<file path="src/rtl/seg7_pkg.sv">
`default_nettype none
// +----------------------------------------------------------------------+
// | seg7_pkg : shared types, segment bit order and hex glyph table.      |
// | Rev 1.0                                                              |
// +----------------------------------------------------------------------+
package seg7_pkg;

  typedef enum logic [0:0] {
    SHOW  = 1'b0,
    BLANK = 1'b1
  } scan_state_t;

  // Bit positions within the {g,f,e,d,c,b,a} segment vector
  localparam int c_seg_a = 0;
  localparam int c_seg_b = 1;
  localparam int c_seg_c = 2;
  localparam int c_seg_d = 3;
  localparam int c_seg_e = 4;
  localparam int c_seg_f = 5;
  localparam int c_seg_g = 6;

  localparam logic [6:0] c_glyph [16] = '{
    7'h3F, 7'h06, 7'h5B, 7'h4F, 7'h66, 7'h6D, 7'h7D, 7'h07,
    7'h7F, 7'h6F, 7'h77, 7'h7C, 7'h39, 7'h5E, 7'h79, 7'h71
  };

  function automatic logic [6:0] hex_to_seg(input logic [3:0] nib);
    return c_glyph[nib];
  endfunction

endpackage
`default_nettype wire

</file>
<file path="src/rtl/seg7_scan_driver_if.sv">
`default_nettype none
// +----------------------------------------------------------------------+
// | seg7_scan_driver_if : value/dp load handshake for the scan driver.   |
// | Rev 1.0                                                              |
// +----------------------------------------------------------------------+
interface seg7_scan_driver_if #(
  parameter int NUM_DIGITS = 4
);
  logic [4*NUM_DIGITS-1:0] value_in;
  logic [NUM_DIGITS-1:0]   dp_in;
  logic                    value_valid;
  logic                    value_ready;

  modport master (
    output value_in,
    output dp_in,
    output value_valid,
    input  value_ready
  );

  modport slave (
    input  value_in,
    input  dp_in,
    input  value_valid,
    output value_ready
  );
endinterface
`default_nettype wire

</file>
<file path="src/rtl/seg7_decoder.sv">
`default_nettype none
// +----------------------------------------------------------------------+
// | seg7_decoder : nibble plus blank flag to active-high segments.       |
// | Rev 1.0                                                              |
// +----------------------------------------------------------------------+
module seg7_decoder
  import seg7_pkg::*;
(
  input  wire logic [3:0] nibble,
  input  wire logic       blank,
  output logic      [6:0] seg
);

  always_comb begin
    seg = blank ? 7'h00 : hex_to_seg(nibble);
  end

endmodule
`default_nettype wire

</file>
<file path="src/rtl/seg7_scan_driver.sv">
`default_nettype none
// +----------------------------------------------------------------------+
// | seg7_scan_driver : double-buffered, blank-gapped multiplexed display.|
// | Rev 1.0                                                              |
// +----------------------------------------------------------------------+
module seg7_scan_driver
  import seg7_pkg::*;
#(
  parameter int NUM_DIGITS     = 4,
  parameter int BLANK_CYCLES   = 2,
  parameter int SEG_ACTIVE_LOW = 1,
  parameter int AN_ACTIVE_LOW  = 1
) (
  input  wire logic                  clk,
  input  wire logic                  reset,
  input  wire logic                  tick,
  input  wire logic                  lz_suppress,
  seg7_scan_driver_if.slave          bus,
  output logic [6:0]                 seg,
  output logic                       dp,
  output logic [NUM_DIGITS-1:0]      an
);

  localparam int c_idx_w    = (NUM_DIGITS > 1) ? $clog2(NUM_DIGITS) : 1;
  localparam int c_cnt_w    = (BLANK_CYCLES > 1) ? $clog2(BLANK_CYCLES) : 1;
  localparam int c_cnt_load = (BLANK_CYCLES > 0) ? BLANK_CYCLES - 1 : 0;
  localparam logic [6:0]            c_seg_off = (SEG_ACTIVE_LOW != 0) ? 7'h7F : 7'h00;
  localparam logic                  c_dp_off  = (SEG_ACTIVE_LOW != 0);
  localparam logic [NUM_DIGITS-1:0] c_an_off  = (AN_ACTIVE_LOW != 0) ? '1 : '0;
  localparam logic [c_idx_w-1:0]    c_idx_last = c_idx_w'(NUM_DIGITS - 1);

  scan_state_t               r_state, w_state_nxt;
  logic [c_idx_w-1:0]        r_idx, w_idx_nxt;
  logic [c_cnt_w-1:0]        r_cnt, w_cnt_nxt;
  logic [4*NUM_DIGITS-1:0]   r_pend_val, w_pend_val_nxt, r_disp_val, w_disp_val_nxt;
  logic [NUM_DIGITS-1:0]     r_pend_dp, w_pend_dp_nxt, r_disp_dp, w_disp_dp_nxt;
  logic                      r_pend_full, w_pend_full_nxt;
  logic                      r_ready, w_ready_nxt;
  logic                      w_adv, w_wrap, w_accept;

  logic [3:0]                w_nibble;
  logic                      w_lz_blank, w_show;
  logic [6:0]                w_seg_dec, w_seg_hi;
  logic                      w_dp_hi;
  logic [NUM_DIGITS-1:0]     w_an_hi;

  assign w_accept        = bus.value_valid && r_ready;
  assign bus.value_ready = r_ready;

  always_ff @(posedge clk or posedge reset) begin
    if (reset) begin
      r_state     <= SHOW;
      r_idx       <= '0;
      r_cnt       <= '0;
      r_pend_val  <= '0;
      r_pend_dp   <= '0;
      r_disp_val  <= '0;
      r_disp_dp   <= '0;
      r_pend_full <= 1'b0;
      r_ready     <= 1'b1;
    end else begin
      r_state     <= w_state_nxt;
      r_idx       <= w_idx_nxt;
      r_cnt       <= w_cnt_nxt;
      r_pend_val  <= w_pend_val_nxt;
      r_pend_dp   <= w_pend_dp_nxt;
      r_disp_val  <= w_disp_val_nxt;
      r_disp_dp   <= w_disp_dp_nxt;
      r_pend_full <= w_pend_full_nxt;
      r_ready     <= w_ready_nxt;
    end
  end

  always_comb begin
    w_state_nxt     = r_state;
    w_cnt_nxt       = r_cnt;
    w_adv           = 1'b0;
    w_idx_nxt       = r_idx;
    w_wrap          = 1'b0;
    w_disp_val_nxt  = r_disp_val;
    w_disp_dp_nxt   = r_disp_dp;
    w_pend_val_nxt  = r_pend_val;
    w_pend_dp_nxt   = r_pend_dp;
    w_pend_full_nxt = r_pend_full;

    case (r_state)
      SHOW: begin
        if (tick) begin
          if (BLANK_CYCLES > 0) begin
            w_state_nxt = BLANK;
            w_cnt_nxt   = c_cnt_w'(c_cnt_load);
          end else begin
            w_adv = 1'b1;
          end
        end
      end
      BLANK: begin
        // Ticks arriving here are dropped on purpose, never queued
        if (r_cnt == '0) begin
          w_adv       = 1'b1;
          w_state_nxt = SHOW;
        end else begin
          w_cnt_nxt = r_cnt - 1'b1;
        end
      end
      default: w_state_nxt = SHOW;
    endcase

    if (w_adv) begin
      w_wrap    = (r_idx == c_idx_last);
      w_idx_nxt = w_wrap ? '0 : r_idx + 1'b1;
    end

    if (w_wrap && r_pend_full) begin
      w_disp_val_nxt  = r_pend_val;
      w_disp_dp_nxt   = r_pend_dp;
      w_pend_full_nxt = 1'b0;
    end else if (w_accept) begin
      w_pend_val_nxt  = bus.value_in;
      w_pend_dp_nxt   = bus.dp_in;
      w_pend_full_nxt = 1'b1;
    end

    // Ready stays low for one extra cycle after the frame-boundary transfer
    w_ready_nxt = !(r_pend_full || w_accept);
  end

  // Outputs are built from next-state values so they land with the state change
  always_comb begin
    w_show     = (w_state_nxt == SHOW);
    w_nibble   = w_disp_val_nxt[{w_idx_nxt, 2'b00} +: 4];
    w_lz_blank = lz_suppress && (w_idx_nxt != '0) &&
                 ((w_disp_val_nxt >> {w_idx_nxt, 2'b00}) == '0);
    w_seg_hi   = w_show ? w_seg_dec : 7'h00;
    w_dp_hi    = w_show && w_disp_dp_nxt[w_idx_nxt];
    w_an_hi    = w_show ? (NUM_DIGITS'(1) << w_idx_nxt) : '0;
  end

  seg7_decoder u_decoder (
    .nibble (w_nibble),
    .blank  (w_lz_blank),
    .seg    (w_seg_dec)
  );

  always_ff @(posedge clk or posedge reset) begin
    if (reset) begin
      seg <= c_seg_off;
      dp  <= c_dp_off;
      an  <= c_an_off;
    end else begin
      seg <= (SEG_ACTIVE_LOW != 0) ? ~w_seg_hi : w_seg_hi;
      dp  <= (SEG_ACTIVE_LOW != 0) ? ~w_dp_hi  : w_dp_hi;
      an  <= (AN_ACTIVE_LOW  != 0) ? ~w_an_hi  : w_an_hi;
    end
  end

endmodule
`default_nettype wire

</file>
<file path="src/flat_wrapper.sv">
// flat-port wrapper written by rule: the top's interface ports become plain ports
module seg7_scan_driver_flat import seg7_pkg::*;
#(
  parameter int NUM_DIGITS     = 4,
  parameter int BLANK_CYCLES   = 2,
  parameter int SEG_ACTIVE_LOW = 1,
  parameter int AN_ACTIVE_LOW  = 1
)
  (clk, reset, tick, lz_suppress, seg, dp, an, bus_value_in, bus_dp_in, bus_value_valid, bus_value_ready);
  seg7_scan_driver_if #(.NUM_DIGITS(NUM_DIGITS)) bus_i ();
  input  wire logic clk;
  input  wire logic reset;
  input  wire logic tick;
  input  wire logic lz_suppress;
  output logic [6:0] seg;
  output logic dp;
  output logic [NUM_DIGITS-1:0] an;
  input wire logic [$bits(bus_i.value_in)-1:0] bus_value_in;
  input wire logic [$bits(bus_i.dp_in)-1:0] bus_dp_in;
  input wire logic [$bits(bus_i.value_valid)-1:0] bus_value_valid;
  output wire logic [$bits(bus_i.value_ready)-1:0] bus_value_ready;
  assign bus_i.value_in = bus_value_in;
  assign bus_i.dp_in = bus_dp_in;
  assign bus_i.value_valid = bus_value_valid;
  assign bus_value_ready = bus_i.value_ready;
  seg7_scan_driver #(.NUM_DIGITS(NUM_DIGITS), .BLANK_CYCLES(BLANK_CYCLES), .SEG_ACTIVE_LOW(SEG_ACTIVE_LOW), .AN_ACTIVE_LOW(AN_ACTIVE_LOW)) u_core (.clk(clk), .reset(reset), .tick(tick), .lz_suppress(lz_suppress), .bus(bus_i), .seg(seg), .dp(dp), .an(an));
endmodule
</file>
<file path="config.mk">
export PLATFORM = sky130hd
export DESIGN_NAME = seg7_scan_driver_flat
export DESIGN_NICKNAME = d
export VERILOG_FILES = /design/src/rtl/seg7_pkg.sv /design/src/rtl/seg7_scan_driver_if.sv /design/src/rtl/seg7_decoder.sv /design/src/rtl/seg7_scan_driver.sv /design/src/flat_wrapper.sv
export SDC_FILE = /design/constraint.sdc
export NUM_CORES = 1
export LEC_CHECK = 0
export ABC_CLOCK_PERIOD_IN_PS = 9300
export CORE_UTILIZATION = 58
export CTS_CLUSTER_SIZE = 16
export DETAILED_ROUTE_END_ITERATION = 16
export HOLD_SLACK_MARGIN = 0.15
export MAX_ROUTING_LAYER = met4
export PLACE_DENSITY = 0.86
export SKIP_LAST_GASP = 1
export SYNTH_ARGS = -nofsm -noshare
export SYNTH_HDL_FRONTEND = slang
export SYNTH_HIERARCHICAL = 1
export SYNTH_SLANG_ARGS = --single-unit
export TNS_END_PERCENT = 5
</file>
<file path="constraint.sdc">
create_clock -name clk -period 9.3 [get_ports clk]
set_input_delay 1.395 -clock clk [delete_from_list [all_inputs] [get_ports clk]]
set_output_delay 1.395 -clock clk [all_outputs]
set_load 0.01 [all_outputs]
</file>
=== Word level (Yosys, flattened, before mapping) ===
Memories as Yosys holds them, arrays and structs flattened.
Index checks and enable logic that the tools add are counted.

* Register bits after elaboration: 58
* Bits in read-only memories: 112
* Input bits: 25
* Output and inout bits: 13
* Memories: 1

{| class="wikitable"
|+ Memory list
! memory !! words !! bits a word !! rd ports !! clocked after memory_dff !! wr ports !! RTL line !! RTL
|-
| (no name shown) || 16 || 7 || 1 || 0 || 0 || seg7_pkg.sv:28 || <nowiki>return c_glyph[nib];</nowiki>
|}

* Add/subtract/negate cells: 2
* Magnitude comparators: 2
* Equal/unequal tests: 2
* Shifts and indexed selects: 3
* Mux-type cells: 22
* Bitwise operators: 7
* Reductions and logical operators: 11

{| class="wikitable"
|+ Operator list
! operator !! number
|-
| $mux 7 || 4
|-
| $logic_not 16->1 || 1
|-
| $mux 16 || 1
|-
| $shiftx 16x5->4 || 1
|-
| $shr 16x4->16 || 1
|-
| $mux 1 || 9
|-
| $mux 4 || 2
|-
| $not 7->7 || 1
|-
| $pmux 1 s2 || 3
|-
| $ge 5x5->1 const B || 1
|-
| $logic_and 1x1->1 || 5
|-
| $not 4->5 || 1
|-
| $mux 2 || 2
|-
| $not 1->1 || 4
|-
| $not 4->4 || 1
|-
| $reduce_bool 2->1 || 2
|-
| $shl 1x2->4 const A || 1
|-
| $lt 2x3->1 const B || 1
|-
| $add 2x1->2 const B || 1
|-
| $bmux 1 s2 || 1
|-
| $eq 2x2->1 const B || 1
|-
| $ne 2x2->1 const B || 1
|-
| $reduce_and 2->1 || 1
|-
| $logic_not 1->1 || 1
|-
| other kinds (2) || 2
|}

=== Logic depth before layout (Yosys ltp) ===
* Word-level depth: 13
* Depth in mapped cells: 12
* Mapped depth without buffers: 12

=== By module ===
Netlist, hierarchy kept.

{| class="wikitable"
|+ By module, submodules not included
! module !! times used !! cells each !! area each (um^2) !! sequential area each (um^2)
|-
| seg7_scan_driver || 1 || 172 || 2413.6 || 1467.7
|-
| seg7_decoder || 1 || 36 || 267.8 || 0.0
|}

=== Worst setup path after synthesis ===
No wires, ideal clock.

* Kind: register to register
* From: register u_core.r_idx[1]
* To: register u_core.seg[3]
* Arrival time: 3.084 ns
* Path slack: 6.129 ns
* Stages on the path, launching flop included: 13
* Buffers on the path: 0
* Clock period less this slack: 3.171 ns
* Path through: dfrtp_1 ha_1 or3b_1 mux2_4 nand2_2 nor2_1 nor4_2 inv_1 ha_1 inv_1 mux4_2 nor2_1 nand2_1

* Cells in the longest elaborated chain, start to end: 12
* Elaborated cells on any way between the ends: 20

{| class="wikitable"
|+ RTL lines
! what !! RTL line !! RTL
|-
| from (decl) || seg7_scan_driver.sv:33 || <nowiki>logic [c_idx_w-1:0] r_idx, w_idx_nxt;</nowiki>
|-
| from (signal assigned) || seg7_scan_driver.sv:63 || <nowiki>r_idx <= w_idx_nxt;</nowiki>
|-
| parallel branches: the longest is 4 deep, another holds $add 2x1->2 || n/a ||
|-
| $shiftx 16x5->4 * || seg7_scan_driver.sv:131 || <nowiki>w_nibble = w_disp_val_nxt[{w_idx_nxt, 2'b00} +: 4];</nowiki>
|-
| named net u_core.w_nibble[1] || seg7_scan_driver.sv:41 || <nowiki>logic [3:0] w_nibble;</nowiki>
|-
| $not 4->5 (not written as such) * || seg7_pkg.sv:28 ||
|-
| $mem_v2 16x7 * || n/a ||
|-
| $mux 7 (not written as such) * (2 in series) || seg7_pkg.sv:28 ||
|-
| $mux 7 * || seg7_decoder.sv:15 || <nowiki>seg = blank ? 7'h00 : hex_to_seg(nibble);</nowiki>
|-
| named net u_core.w_seg_dec[3] || seg7_scan_driver.sv:43 || <nowiki>logic [6:0] w_seg_dec, w_seg_hi;</nowiki>
|-
| $mux 7 * || seg7_scan_driver.sv:134 || <nowiki>w_seg_hi = w_show ? w_seg_dec : 7'h00;</nowiki>
|-
| $not 7->7 * || seg7_scan_driver.sv:151 || <nowiki>seg <= (SEG_ACTIVE_LOW != 0) ? ~w_seg_hi : w_seg_hi;</nowiki>
|-
| to (signal assigned) || seg7_scan_driver.sv:147 || <nowiki>seg <= c_seg_off;</nowiki>
|-
| to (signal assigned) || seg7_scan_driver.sv:151 ||
|-
| to (decl) || seg7_scan_driver.sv:19 || <nowiki>output logic [6:0] seg,</nowiki>
|}

Mark *: on every way through the listed nets, which the timed path passes. The select of a mux whose other input is x is not followed.
A chain may end at the register's enable or synchronous reset.

=== Final worst setup path ===
* From: register u_core.r_idx[1]
* To: register u_core.seg[3]

* Cells in the longest elaborated chain, start to end: 12
* Elaborated cells on any way between the ends: 20

{| class="wikitable"
|+ RTL lines
! what !! RTL line !! RTL
|-
| $eq 2x2->1 || seg7_scan_driver.sv:110 || <nowiki>w_wrap = (r_idx == c_idx_last);</nowiki>
|-
| $mux 1 || seg7_scan_driver.sv:109 || <nowiki>if (w_adv) begin</nowiki>
|-
| $logic_and 1x1->1 || seg7_scan_driver.sv:114 || <nowiki>if (w_wrap && r_pend_full) begin</nowiki>
|-
| $mux 16 || seg7_scan_driver.sv:114 ||
|-
| named net u_core.w_disp_val_nxt[5] || seg7_scan_driver.sv:35 || <nowiki>logic [4*NUM_DIGITS-1:0] r_pend_val, w_pend_val_nxt, r_disp_val, w_disp_val_nxt;</nowiki>
|-
| $shiftx 16x5->4 || seg7_scan_driver.sv:131 ||
|-
| named net u_core.w_nibble[1] || seg7_scan_driver.sv:41 ||
|-
| $not 4->5 (not written as such) || seg7_pkg.sv:28 ||
|-
| $mem_v2 16x7 || n/a ||
|-
| $mux 7 (not written as such) (2 in series) || seg7_pkg.sv:28 ||
|-
| $mux 7 || seg7_decoder.sv:15 ||
|-
| named net u_core.w_seg_dec[3] || seg7_scan_driver.sv:43 ||
|-
| $mux 7 || seg7_scan_driver.sv:134 ||
|-
| $not 7->7 || seg7_scan_driver.sv:151 ||
|}

The timed path passes the listed nets, and every way through them passes these cells. The select of a mux whose other input is x is not followed.

==> impl_metrics.tcl <==
set metrics [dict create \
    synth_flop_cell "dfrtp_1" \
    clk_latency_ns 0.34 \
    crit_chain "ha_1, nand4b_2, mux2_2, nor2b_1, nor4_2, inv_1, ha_1, inv_1, mux4_2, nor2_1, nand2_1" \
    worst_path_max_delay_cell "nand4b_2" \
    grtUsageTotal_pct 23.7 \
    fin_cells 307 \
    ir_drop_mv 0.246 \
    worst_pin_slew_ns 0.978 \
    rsz0062_at_grt "false" \
    whs_path_depth 1 \
    wl_per_cell_um 16.4 \
    whs_endpoint "u_core/bus.value_ready" \
    syn-num-nets 240 \
    cts.htree.levels 3 \
    synth_area_per_cell_um2 12.9 \
    drive_gt1_share_pct 32.2 \
    min_from "u_core/r_pend_full" \
    grt_pass1_vias 1748 \
    dieArea_um2 4900 \
    relSlewSlack_pct 34.8 \
    start_util_pct 61.2 \
    crit_fanout 25 \
    report.final.slew_viol_count 0 \
    dp_hpwl_mm 3.28 \
    startpoint_type "flop" \
    diodes 0 \
    grt_overflow 0 \
    die_y_um 70.0 \
    met2_usage_pct 34.9 \
    ys_ff_latch 58 \
    async_reset_ff_share_pct 100 \
    reg2reg_from "u_core/r_idx[1]" \
    grt_antenna_before_repair 0 \
    fin_nets 282 \
    synth_area_um2 2680 \
    r2r_setup_slack_ns 5.55 \
    setup_viol 0 \
    yosysMostFrequentCell "dfrtp_1" \
    leakage_nw 1.44 \
    use_met3_pct 5.19 \
    skew_ns 0.00619 \
    syn_inst 208 \
    ys_seq_area_share_pct 54.7 \
    rows 24 \
    ctsLongestPathBuffers 2 \
    power_w 0.00147 \
    numCtsBuffers 9 \
    period_share_pct 40.3 \
    cts.reportedPaths.clkPinSlew_ns 0.07 \
    grt.busiest_layer "met2" \
    ioPinCount 38 \
    core_area_um2 4380 \
    post_cts_resized 0 \
    criticalPathCategory "reg -> reg" \
    grt_pass1_wl_mm 8.63 \
    crit_arrival_ns 3.99 \
    finalCriticalPeriod_ns 3.75 \
    numPortBuffers 37 \
    viasPerCell 5.77 \
    first_pass_iters 4 \
    endpoint_kind "flop" \
    netlist-cell-type-count 44 \
    cts_setup_buffers 0 \
    cts_tree "done" \
    synth_top_area_share_pct 42.0 \
    drc 0 \
    dr.first_iter.drc_count 127 \
    maxCapViolations 0 \
    hp-class "reg -> reg" \
    cts-root-buf "clkbuf_8" \
    grt_max_degree 59 \
    synthTopCellsByCount "dfrtp_1 (45), mux2_2 (37), dfstp_2 (13), nor2_1 (13)" \
    gp_congestion 0.860 \
    grtUsageMet1_pct 32.3 \
    required_ns 9.54 \
    cts_sinks 58 \
    synth_top_area_cell "dfrtp_1" \
    antenna_left 0 \
    cts_hold_buf 0 \
    synth_edf_count 0 \
    fmax_mhz 267 \
    vias 1771 \
    dieWidth_um 70.0 \
    netlist_top_cells_area "dfrtp_1 (42%), mux2_2 (16%), dfstp_2 (13%)" \
    place_inst 291 \
    status "finished clean" \
    finalSetupTns_ns 0 \
    ys_warn_count 6 \
    totalWireLength_mm 5.05 \
    critPathMaxStageDelay_ns 0.68 \
    n_fill_cell 306 \
    area_delta_synth_final_pct 23.1 \
    ff2ff_path_depth 11 \
    hold_viol 0 \
    pwr_density_cell_nw_per_um2 445 \
    r2r_end "u_core/seg[3]" \
]
[stage by stage]
step                area, µm²  hold WS [ns]  util [%]  setup WS (ns)
global placement         3070         0.445      70.1           5.75
floorplan                2680         0.420         -           6.13
CTS                      3300         0.478      75.3           5.57
finish                   3300         0.483      75.3           5.55
detailed placement       3070         0.470      70.1           5.60
global route             3300         0.485      75.3           5.29
[how the worst max path moves through the flow]
| stage | startpoint | end | slack [ns] | cells after the start |
|---|---|---|---|---|
| floorplan | u_core/r_idx[1] | u_core/seg[3] | 6.13 | 12 |
| detailed placement | u_core/r_idx[1] | u_core/seg[3] | 5.60 | 11 |
| CTS | u_core/r_idx[1] | u_core/seg[3] | 5.57 | 11 |
| global route | u_core/r_idx[1] | u_core/seg[3] | 5.29 | 11 |
| finish | u_core/r_idx[1] | u_core/seg[3] | 5.55 | 11 |
| global placement | u_core/r_idx[1] | u_core/seg[3] | 5.75 | 11 |
[logic make-up after synthesis]
family | Yosys count | share of synthesized area, %
flops | 58 | 54.7
simple gates | 51 | 10.6
mux | 46 | 20.0
buf+inv | 19 | 3.83
compound gates | 27 | 7.56
fa+ha+maj | 7 | 3.27
[area by class of cell]
cell class / count / area (µm²) / share of cell area (%)
Clock buffer: 12 / 155 / 4.70
Clock inverter: 4 / 73.8 / 2.24
Inverter: 12 / 50.0 / 1.52
Multi-Input combinational cell: 131 / 1110 / 33.7
Sequential cell: 58 / 1470 / 44.5
Tap cell: 52 / 65.1 / 1.97
Timing Repair Buffer: 38 / 378 / 11.4
[critical path, delay by kind of cell, from the launching register on]
| kind | cells | cell delay (ns) |
|---|---|---|
| adders and majority gates | 2 | 0.56 |
| buffers and inverters | 2 | 0.23 |
| DFF | 1 | 0.44 |
| muxes | 2 | 0.90 |
| and+or+nand+nor | 5 | 1.52 |
[registers in the layout, indices dropped and copies added, names as in the netlist]
| signal | count |
|---|---|
| u_core/r_pend_dp | 4 |
| u_core/r_pend_val | 16 |
| u_core/an | 4 |
| u_core/r_idx | 2 |
| u_core/r_state | 1 |
| u_core/r_pend_full | 1 |
| u_core/r_disp_dp | 4 |
| u_core/r_disp_val | 16 |
| u_core/r_cnt | 1 |
| u_core/seg | 7 |
| u_core/dp | 1 |
| u_core/bus.value_ready | 1 |
[power by group]
part / total (W) / switching (W) / internal (W)
clock network: 0.000265 / 0.0000992 / 0.000166
logic: 0.000743 / 0.000398 / 0.000345
registers: 0.000462 / 0.0000646 / 0.000397
[layout by cell type, fill, tap and decap left out, types with 6 or more instances in the layout]
cell type	count
dfstp_2	13
nor3_1	6
nand2_1	11
nor2_1	13
inv_1	10
mux2_2	37
dfrtp_1	45
ha_1	7
clkbuf_8	11
mux2i_1	6
clkdlybuf4s50_1	37
[layer usage]
metal | share of wire [%] | up-vias
met2 | 49 | 42
met1 | 46 | 892
met3 | 3.5 | 6
met5 | 0 | -
met4 | 1.4 | 0
li1 | - | 831
Power figures use the tool's default switching activity.
